<file path="config.mk">
export PLATFORM = sky130hd
export DESIGN_NAME = ce_freq_smooth
export DESIGN_NICKNAME = d
export VERILOG_FILES = /design/src/rtl/ce_freq_smooth.sv
export SDC_FILE = /design/constraint.sdc
export NUM_CORES = 1
export LEC_CHECK = 0
export CAP_MARGIN = 20
export CORE_ASPECT_RATIO = 0.5
export CORE_MARGIN = 3
export CORE_UTILIZATION = 64
export CTS_CLUSTER_SIZE = 14
export DETAILED_ROUTE_END_ITERATION = 6
export PLACE_DENSITY = 0.85
export SYNTH_ARGS = -nofsm -noshare
export SYNTH_HDL_FRONTEND = slang
export SYNTH_SLANG_ARGS = --single-unit
export TNS_END_PERCENT = 5
</file>
<file path="constraint.sdc">
create_clock -name clk -period 11 [get_ports clk]
set_input_delay 1.65 -clock clk [delete_from_list [all_inputs] [get_ports clk]]
set_output_delay 1.65 -clock clk [all_outputs]
set_load 0.02 [all_outputs]
</file>
<file path="src/rtl/ce_freq_smooth.sv">
// ce_freq_smooth: 3-tap [1 2 1]/4 smoothing across adjacent subcarriers.
// Frames arrive as sop..eop bursts. Each output is emitted once the next
// subcarrier is known. At the frame edges the missing neighbour is
// replaced by the edge sample. A one-cycle FLUSH emits the last subcarrier
// after eop.
module ce_freq_smooth #(
    parameter int W_DATA = 16,
    parameter int W_PTS  = 12
) (
    input  logic              clk,
    input  logic              rst_n,
    input  logic              sink_valid,
    output logic              sink_ready,
    input  logic              sink_sop,
    input  logic              sink_eop,
    input  logic [W_DATA-1:0] sink_real,
    input  logic [W_DATA-1:0] sink_imag,
    input  logic [W_PTS-1:0]  fftpts_in,
    output logic              source_valid,
    input  logic              source_ready,
    output logic              source_sop,
    output logic              source_eop,
    output logic [W_DATA-1:0] source_real,
    output logic [W_DATA-1:0] source_imag,
    output logic [W_PTS-1:0]  fftpts_out,
    output logic              frame_err
);

    typedef enum logic [1:0] {IDLE, RUN, FLUSH} state_t;

    state_t            state_reg, state_next;
    logic              first_reg, first_next;
    logic [W_DATA-1:0] prev_reg [2];
    logic [W_DATA-1:0] prev_next [2];
    logic [W_DATA-1:0] cur_reg [2];
    logic [W_DATA-1:0] cur_next [2];
    logic [W_DATA-1:0] x_in [2];
    logic [W_DATA-1:0] run_y [2];
    logic [W_DATA-1:0] flush_y [2];

    logic              src_valid_reg, src_valid_next;
    logic              src_sop_reg, src_sop_next;
    logic              src_eop_reg, src_eop_next;
    logic [W_DATA-1:0] src_real_reg, src_real_next;
    logic [W_DATA-1:0] src_imag_reg, src_imag_next;
    logic [W_PTS-1:0]  fftpts_reg, fftpts_next;
    logic              frame_err_reg, frame_err_next;

    logic en;
    logic acc;

    // Handshake: the pipeline advances whenever the output register is free
    // or being drained; FLUSH takes one sink bubble to emit the last sample.
    assign en         = !src_valid_reg || source_ready;
    assign sink_ready = en && (state_reg != FLUSH);
    assign acc        = sink_valid && sink_ready;

    assign x_in[0] = sink_real;
    assign x_in[1] = sink_imag;

    // One filter lane per component (0 = real, 1 = imag).
    genvar gi;
    generate
        for (gi = 0; gi < 2; gi++) begin : g_lane
            logic signed [W_DATA+1:0] p_ext, c_ext, n_ext;
            logic signed [W_DATA+1:0] run_sum, flush_sum;
            logic signed [W_DATA+1:0] run_shift, flush_shift;

            assign p_ext = {{2{prev_reg[gi][W_DATA-1]}}, prev_reg[gi]};
            assign c_ext = {{2{cur_reg[gi][W_DATA-1]}}, cur_reg[gi]};
            assign n_ext = {{2{x_in[gi][W_DATA-1]}}, x_in[gi]};

            // 18-bit sums cannot overflow; the rounded result always fits W_DATA.
            assign run_sum     = p_ext + (c_ext <<< 1) + n_ext + (W_DATA+2)'(2);
            assign flush_sum   = p_ext + (c_ext <<< 1) + c_ext + (W_DATA+2)'(2);
            assign run_shift   = run_sum >>> 2;
            assign flush_shift = flush_sum >>> 2;
            assign run_y[gi]   = run_shift[W_DATA-1:0];
            assign flush_y[gi] = flush_shift[W_DATA-1:0];
        end
    endgenerate

    // Next-state and output-register logic; nothing moves unless en is high.
    always_comb begin
        state_next     = state_reg;
        first_next     = first_reg;
        prev_next      = prev_reg;
        cur_next       = cur_reg;
        src_valid_next = src_valid_reg;
        src_sop_next   = src_sop_reg;
        src_eop_next   = src_eop_reg;
        src_real_next  = src_real_reg;
        src_imag_next  = src_imag_reg;
        fftpts_next    = fftpts_reg;
        frame_err_next = 1'b0;

        if (en) begin
            src_valid_next = 1'b0;
            case (state_reg)
                IDLE, RUN: begin
                    if (acc) begin
                        if (sink_sop) begin
                            // A sop while a frame is open drops the held sample.
                            if (state_reg == RUN) frame_err_next = 1'b1;
                            prev_next   = x_in;
                            cur_next    = x_in;
                            fftpts_next = fftpts_in;
                            if (sink_eop) begin
                                src_valid_next = 1'b1;
                                src_sop_next   = 1'b1;
                                src_eop_next   = 1'b1;
                                src_real_next  = sink_real;
                                src_imag_next  = sink_imag;
                                state_next     = IDLE;
                            end else begin
                                first_next = 1'b1;
                                state_next = RUN;
                            end
                        end else if (state_reg == IDLE) begin
                            frame_err_next = 1'b1;
                        end else begin
                            src_valid_next = 1'b1;
                            src_sop_next   = first_reg;
                            src_eop_next   = 1'b0;
                            src_real_next  = run_y[0];
                            src_imag_next  = run_y[1];
                            prev_next      = cur_reg;
                            cur_next       = x_in;
                            first_next     = 1'b0;
                            if (sink_eop) state_next = FLUSH;
                        end
                    end
                end
                FLUSH: begin
                    src_valid_next = 1'b1;
                    src_sop_next   = 1'b0;
                    src_eop_next   = 1'b1;
                    src_real_next  = flush_y[0];
                    src_imag_next  = flush_y[1];
                    state_next     = IDLE;
                end
                default: state_next = IDLE;
            endcase
        end
    end

    // State and output registers, cleared asynchronously.
    always_ff @(posedge clk or negedge rst_n) begin
        if (!rst_n) begin
            state_reg     <= IDLE;
            first_reg     <= 1'b0;
            prev_reg      <= '{default: '0};
            cur_reg       <= '{default: '0};
            src_valid_reg <= 1'b0;
            src_sop_reg   <= 1'b0;
            src_eop_reg   <= 1'b0;
            src_real_reg  <= '0;
            src_imag_reg  <= '0;
            fftpts_reg    <= '0;
            frame_err_reg <= 1'b0;
        end else begin
            state_reg     <= state_next;
            first_reg     <= first_next;
            prev_reg      <= prev_next;
            cur_reg       <= cur_next;
            src_valid_reg <= src_valid_next;
            src_sop_reg   <= src_sop_next;
            src_eop_reg   <= src_eop_next;
            src_real_reg  <= src_real_next;
            src_imag_reg  <= src_imag_next;
            fftpts_reg    <= fftpts_next;
            frame_err_reg <= frame_err_next;
        end
    end

    assign source_valid = src_valid_reg;
    assign source_sop   = src_sop_reg;
    assign source_eop   = src_eop_reg;
    assign source_real  = src_real_reg;
    assign source_imag  = src_imag_reg;
    assign fftpts_out   = fftpts_reg;
    assign frame_err    = frame_err_reg;

endmodule
</file>
==> results.md, run 1 <==
* Area of the mapped netlist at 10100 um^2
* Commonest cells in the netlist: ha_1 (156), nand2_1 (125), dfrtp_1 (115)
* Data required, critical path at 11290 ps
* Port Buffers at 98
* Status: completed
* Relative slew slack at 0.305
* Max FO, Critical Path at 4
* Crit path capture type: register
* Post-DRT Antenna Nets at 0
* Sink Count at 115
* Yosys warns at 0
* Io pins at 99
* P&R area growth vs syn at 17.5%
* Via density at 6.33
* CTS max path bufs at 2
* Skew-Pair Late Insertion Delay at 430 ps
* Worst r2r path cells at 21
* Worst-path clk slew at 60 ps
* Nets at 1432
* Synth unique cells at 72
* Worst path max stage delay at 520 ps
* Hold Crit Depth at 2
* GPL Wtd Cong at 0.909
* Area occupied by multi-input gates at 6940 um^2
* Pre-CTS setup slack at 5890 ps
* Synth area leaders: dfrtp_1 (29%), ha_1 (19%), nand2_1 (4.7%)
* Setup TNS at 0 ps
* Reg-to-Reg End: source_imag[15]
* CP Class: register to register
* Fin. Hold Viols at 0
* Prevailing post-synth register cell: dfrtp_1
* Max cap viols at 0
* Via count at 9051
* Number of antenna diodes at 0
* Crit Reg-Reg Startpoint: cur_reg[1]
* CP arrival at 5590 ps
* FF+latch area at 2880 um^2
* Worst min-delay path category: register to register
* Post-CTS setup buffer count at 0
* Die Wd at 184 um
* EDFF count, synth at 0
* DP HPWL at 19.0 mm
* 1st-pass router iterations at 5
* Post-Synthesis Net Count at 1343
* Tcrit/Tclk final at 0.482
* Post-synthesis sequential area ratio at 0.285
* Slowest cell on crit path: a221oi_1
* Post-CTS Hold Buffers at 0
* Total gr overflow at 0
* Layout Cell Area excl Fill at 11800 um^2
* Max Fclk at 189 MHz
* CTS Buf Count at 17
* HP Start: source_imag[3]
* RSZ-0062 raised after global routing: false
* Die ar. at 17400 um^2
* Clock Skew at 10.6 ps
* Starting Density at 0.675
* Yosys reg bits at 115
* Fin worst setup slack at 5700 ps
* Setup crit start kind: register
* Post-synth top area cell: dfrtp_1
* Placement row count at 31
* Min Tclk post-route at 5300 ps
* Worst slew pin tran at 1040 ps
* Iteration-0 DRC Markers at 693
* DRC at 0
* Top-count cell post-synth: ha_1
* Core Footprint at 14900 um^2
* DR WL/cell at 18.5 um
* Placed Area at 11200 um^2
* Setup violations, final at 0
* Async S/R FF share, synth at 1.00
* Critical-path cell list: ha_1, a21o_1, a21o_1, a21oi_1, o21ai_1, a211oi_1, nor3_1, and2_1, o21ai_1, a221oi_1, ha_1, ha_1, and4_1, and2_1, a211oi_1, nand4_1, and3_1, o21ai_1, nor3b_1, xnor2_1, o221ai_2
* Max-slew violations at 0
* CTS H-tree depth at 4
* Fin Hold WS at 476 ps
* Largest net degree at the start of global routing at 83
* Top cell type's share of synthesized area at 0.285
* Hold EP: source_imag[3]
* Initial antenna violation count at 0
* Routed WL at 26.4 mm
* Fill cells at 1009
* Die Y at 94.8 um
* Root Driver: clkbuf_16
* R2R Setup Slk at 5700 ps
* Tot GR Track Use at 0.312
* Number of global-route vias before repair at 8996
* Share of cells above drive strength 1 at 0.0617
* CTS tree: done
* PostCTS Resize Cnt at 0
* Mapped Avg Cell Area at 8.91 um^2
* Global-route wire length before repair at 43.3 mm
* Mapped Cells at 1131
-- critical path: cells and delay by family (launching register included) --
kind / cells / cell delay, ps
xor gates and xnor gates: 1 / 170
AOI/OAI and AO/OA: 10 / 1980
DFF: 1 / 400
adders and majority gates: 3 / 970
and+or+nand+nor: 7 / 1660
-- cell families after synthesis --
kind of cell               share of synthesized area
AOI/OAI and AO/OA                              0.206
xor gates and xnor gates                      0.0618
adders and majority gates                      0.206
buffers and inverters                         0.0283
DFF                                            0.285
muxes                                         0.0649
and+or+nand+nor                                0.148
-- area by class of cell --
| cell class | count | area share |
|---|---|---|
| multi-input combinational | 940 | 0.586 |
| clock buffer | 19 | 0.0374 |
| sequential | 115 | 0.243 |
| inverter | 41 | 0.0130 |
| tap | 198 | 0.0209 |
| timing repair buffer | 105 | 0.0866 |
| clock inverter | 12 | 0.0134 |
-- placed cells by master (no fill, tap or decap), types with 9 or more instances in the layout --
cell | Yosys | final
ha_1 | 156 | 156
nand2_1 | 125 | 125
dfrtp_1 | 115 | 115
nor2_1 | 104 | 103
clkdlybuf4s50_1 | 0 | 96
a21oi_1 | 82 | 82
o21ai_0 | 56 | 56
xnor2_1 | 42 | 42
inv_1 | 41 | 41
a31oi_1 | 28 | 28
xor2_1 | 24 | 24
mux2_1 | 24 | 24
o21ai_1 | 24 | 23
nor3_1 | 20 | 20
a21o_1 | 19 | 19
mux2_2 | 19 | 19
o21a_1 | 18 | 18
mux2i_1 | 17 | 17
clkbuf_16 | 0 | 17
o211ai_1 | 14 | 14
and3_1 | 12 | 12
nor2b_1 | 12 | 11
nand2b_1 | 11 | 11
nand3_1 | 10 | 10
a211oi_1 | 9 | 9
-- worst max path at each step --
stage	cells past startpoint	endpoint	from
detailed placement	21	source_imag[15]	cur_reg[1]
global route	21	source_imag[15]	g_lane[1].p_ext[2]
floorplan	21	source_imag[15]	cur_reg[1]
global placement	21	source_imag[15]	cur_reg[1]
finish	21	source_imag[15]	cur_reg[1]
CTS	21	source_imag[15]	cur_reg[1]
-- per-layer routing --
layer / share of wire / global-route usage / wire length (um)
met1: 0.44 / 0.391 / 11600
met2: 0.48 / 0.538 / 12600
met3: 0.063 / 0.0696 / 1660
met4: 0.023 / 0.107 / 612
met5: 0 / 0 / 0
-- stage by stage --
| step | util | cells |
|---|---|---|
| 6_report | 0.793 | 1430 |
| 5_1_grt | 0.793 | 1430 |
| 4_1_cts | 0.793 | 1430 |
| 3_5_place_dp | 0.753 | 1399 |
| 3_3_place_gp | 0.753 | 1399 |
| 2_1_floorplan | - | 1131 |
Power of run 1 is left out: the tool's default activity adds up to more than one toggle a clock period on the data nets, which glitch-free logic cannot reach.
==> run 2, diff against run 1 <==
--- a/config.mk
+++ b/config.mk
@@ -8,10 +8,10 @@
 export CAP_MARGIN = 20
 export CORE_ASPECT_RATIO = 0.5
 export CORE_MARGIN = 3
-export CORE_UTILIZATION = 64
+export CORE_UTILIZATION = 53
 export CTS_CLUSTER_SIZE = 14
 export DETAILED_ROUTE_END_ITERATION = 6
-export PLACE_DENSITY = 0.85
+export PLACE_DENSITY = 0.75
 export SYNTH_ARGS = -nofsm -noshare
 export SYNTH_HDL_FRONTEND = slang
 export SYNTH_SLANG_ARGS = --single-unit
==> constraint.sdc (replaced) <==
create_clock -name clk -period 4.8 [get_ports clk]
set_input_delay 0.72 -clock clk [delete_from_list [all_inputs] [get_ports clk]]
set_output_delay 0.72 -clock clk [all_outputs]
set_load 0.02 [all_outputs]
==> results.md, run 2 (synthesis results as in run 1) <==
* DP HPWL at 19.6 mm (was 19.0 mm)
* DR WL/cell at 17.6 um (was 18.5 um)
* Max-slew violations at 0 (unchanged)
* CTS max path bufs at 2 (unchanged)
* GPL Wtd Cong at 0.902 (was 0.909)
* Reg-to-Reg End: source_imag[15] (unchanged)
* Data required, critical path at 5140 ps (was 11290 ps)
* Number of antenna diodes at 0 (unchanged)
* DRC at 0 (unchanged)
* Tcrit/Tclk final at 0.962 (was 0.482)
* Crit path capture type: register (unchanged)
* Nets at 1445 (was 1432)
* CP Class: register to register (unchanged)
* Via density at 5.95 (was 6.33)
* Io pins at 99 (unchanged)
* Tot GR Track Use at 0.253 (was 0.312)
* Critical-path cell list: ha_1, a21o_1, a21o_1, a21oi_2, o21ai_2, a211oi_2, nor3_2, buf_4, a221oi_2, ha_1, ha_1, and2_0, a22o_4, a311o_1, a21o_1, a21oi_2, xnor3_1, o221ai_2 (was ha_1, a21o_1, a21o_1, a21oi_1, o21ai_1, a211oi_1, nor3_1, and2_1, o21ai_1, a221oi_1, ha_1, ha_1, and4_1, and2_1, a211oi_1, nand4_1, and3_1, o21ai_1, nor3b_1, xnor2_1, o221ai_2)
* Clock Skew at 12.0 ps (was 10.6 ps)
* CTS tree: done (unchanged)
* WP depth at 18 (was 21)
* Min Tclk post-route at 4620 ps (was 5300 ps)
* Iteration-0 DRC Markers at 506 (was 693)
* Worst-path clk slew at 60 ps (about the same)
* CTS Buf Count at 17 (unchanged)
* Setup violations, final at 0 (unchanged)
* R2R Setup Slk at 180 ps (was 5700 ps)
* Die ar. at 20800 um^2 (was 17400 um^2)
* Initial antenna violation count at 0 (unchanged)
* Worst slew pin tran at 671 ps (was 1040 ps)
* Global-route wire length before repair at 43.7 mm (was 43.3 mm)
* CTS H-tree depth at 4 (unchanged)
* Most frequent cells in the layout: ha_1 (153), nand2_1 (125), dfrtp_1 (115) (was ha_1 (156), nand2_1 (125), dfrtp_1 (115))
* Worst path max stage delay at 390 ps (was 520 ps)
* Placement row count at 34 (was 31)
* Most common cell after layout, fill and taps aside: ha_1 (unchanged)
* Buf/Inv on CP at 1 (was 0)
* Port Buffers at 98 (unchanged)
* Die Wd at 201 um (was 184 um)
* Fin. Hold Viols at 0 (unchanged)
* Die Y at 104 um (was 94.8 um)
* Routed WL at 26.3 mm (was 26.4 mm)
* Worst setup path start: cur_reg[1] (unchanged)
* Worst r2r path cells at 18 (was 21)
* Crit Reg-Reg Startpoint: cur_reg[1] (unchanged)
* Via count at 8906 (was 9051)
* Non-filler cells in the finished layout at 1498 (was 1430)
* Total gr overflow at 0 (unchanged)
* Max FO, Critical Path at 4 (unchanged)
* Root Driver: clkbuf_16 (unchanged)
* 1st-pass router iterations at 4 (was 5)
* Post-DRT Antenna Nets at 0 (unchanged)
* Sink Count at 115 (unchanged)
* P&R area growth vs syn at 20.7% (was 17.5%)
* Slowest cell on crit path: dfrtp_1 (was a221oi_1)
* CP arrival at 4950 ps (was 5590 ps)
* Starting Density at 0.560 (was 0.675)
* Worst min-delay path category: primary input to async pin (was register to register)
* Core Footprint at 18000 um^2 (was 14900 um^2)
* Largest net degree at the start of global routing at 83 (unchanged)
* Worst setup endpoint: source_imag[15] (unchanged)
* Relative slew slack at 0.553 (was 0.305)
* Share of cells above drive strength 1 at 0.0907 (was 0.0617)
* CP delay by family, top: compound AO/OA/AOI/OAI gates (unchanged)
* Status: completed (unchanged)
* Post-CTS Hold Buffers at 0 (unchanged)
* Max Fclk at 217 MHz (was 189 MHz)
* Number of global-route vias before repair at 8868 (was 8996)
* Max cap viols at 0 (unchanged)
* Placed instance count at 1460 (was 1399)
* Setup crit start kind: register (unchanged)
* Skew-Pair Late Insertion Delay at 420 ps (was 430 ps)
-- run 2: cell count changes in the layout (fill, tap and decap cells not counted), moves of 3 or more --
cell / delta
a211oi_2: +3
ha_1: -3
a211oi_1: -3
buf_4: +11
-- run 2: layer usage --
layer | routed length (um) | vias to the layer above | track usage | share of wire
met5 | 0 | - | 0 | 0
met3 | 1340 | 37 | 0.0423 | 0.051
met2 | 12700 | 242 | 0.444 | 0.48
met1 | 12000 | 4284 | 0.329 | 0.45
li1 | - | 4343 | - | -
met4 | 354 | 0 | 0.0601 | 0.013
-- run 2: cell type report --
| class | count | area (um^2) |
|---|---|---|
| repair buffers | 118 | 1160 |
| well taps | 252 | 315 |
| clock inverters | 14 | 155 |
| clock buffers | 18 | 439 |
| flip-flops and latches | 115 | 2880 |
| fillers | 1451 | 5830 |
| multi-input cells | 940 | 7070 |
| inverters | 41 | 154 |
-- run 2: worst min path at each step --
stage,startpoint,end
final,rst_n,cur_reg[17]
after global routing,rst_n,cur_reg[17]
after CTS,source_imag[3],source_imag[3]
after detailed placement,source_imag[3],source_imag[3]
after global placement,source_imag[3],source_imag[3]
after floorplan,rst_n,cur_reg[0]
-- run 2: metrics by stage --
stage | hold WS [ps] | utilization | setup slack [ps] | area, um^2 | setup TNS (ps)
after floorplan | 424 | - | 399 | 10100 | 0
after global placement | 452 | 0.632 | 18.2 | 11400 | 0
after detailed placement | 460 | 0.632 | -206 | 11400 | -206
after CTS | 479 | 0.667 | 20.2 | 12000 | 0
after global routing | 212 | 0.676 | -40.4 | 12200 | -40.4
final | 196 | 0.676 | 184 | 12200 | 0
-- run 2: repair_timing --
| item | CTS | global route |
|---|---|---|
| pin swaps | 0 | 7 |
| setup buffers | 0 | 5 |
| endpoints found under the setup margin | 1 | 2 |
| gates resized for setup | 6 | 19 |
-- run 2: worst reg2reg max path, cell delays in order (launching register included) --
cell,delay (ps)
dfrtp_1,390
ha_1,300
a21o_1,190
a21o_1,230
a21oi_2,220
o21ai_2,130
a211oi_2,220
nor3_2,80
buf_4,150
a221oi_2,310
ha_1,310
ha_1,370
and2_0,210
a22o_4,240
a311o_1,350
a21o_1,200
a21oi_2,150
xnor3_1,330
o221ai_2,150
Power of run 2 is left out for the same reason.
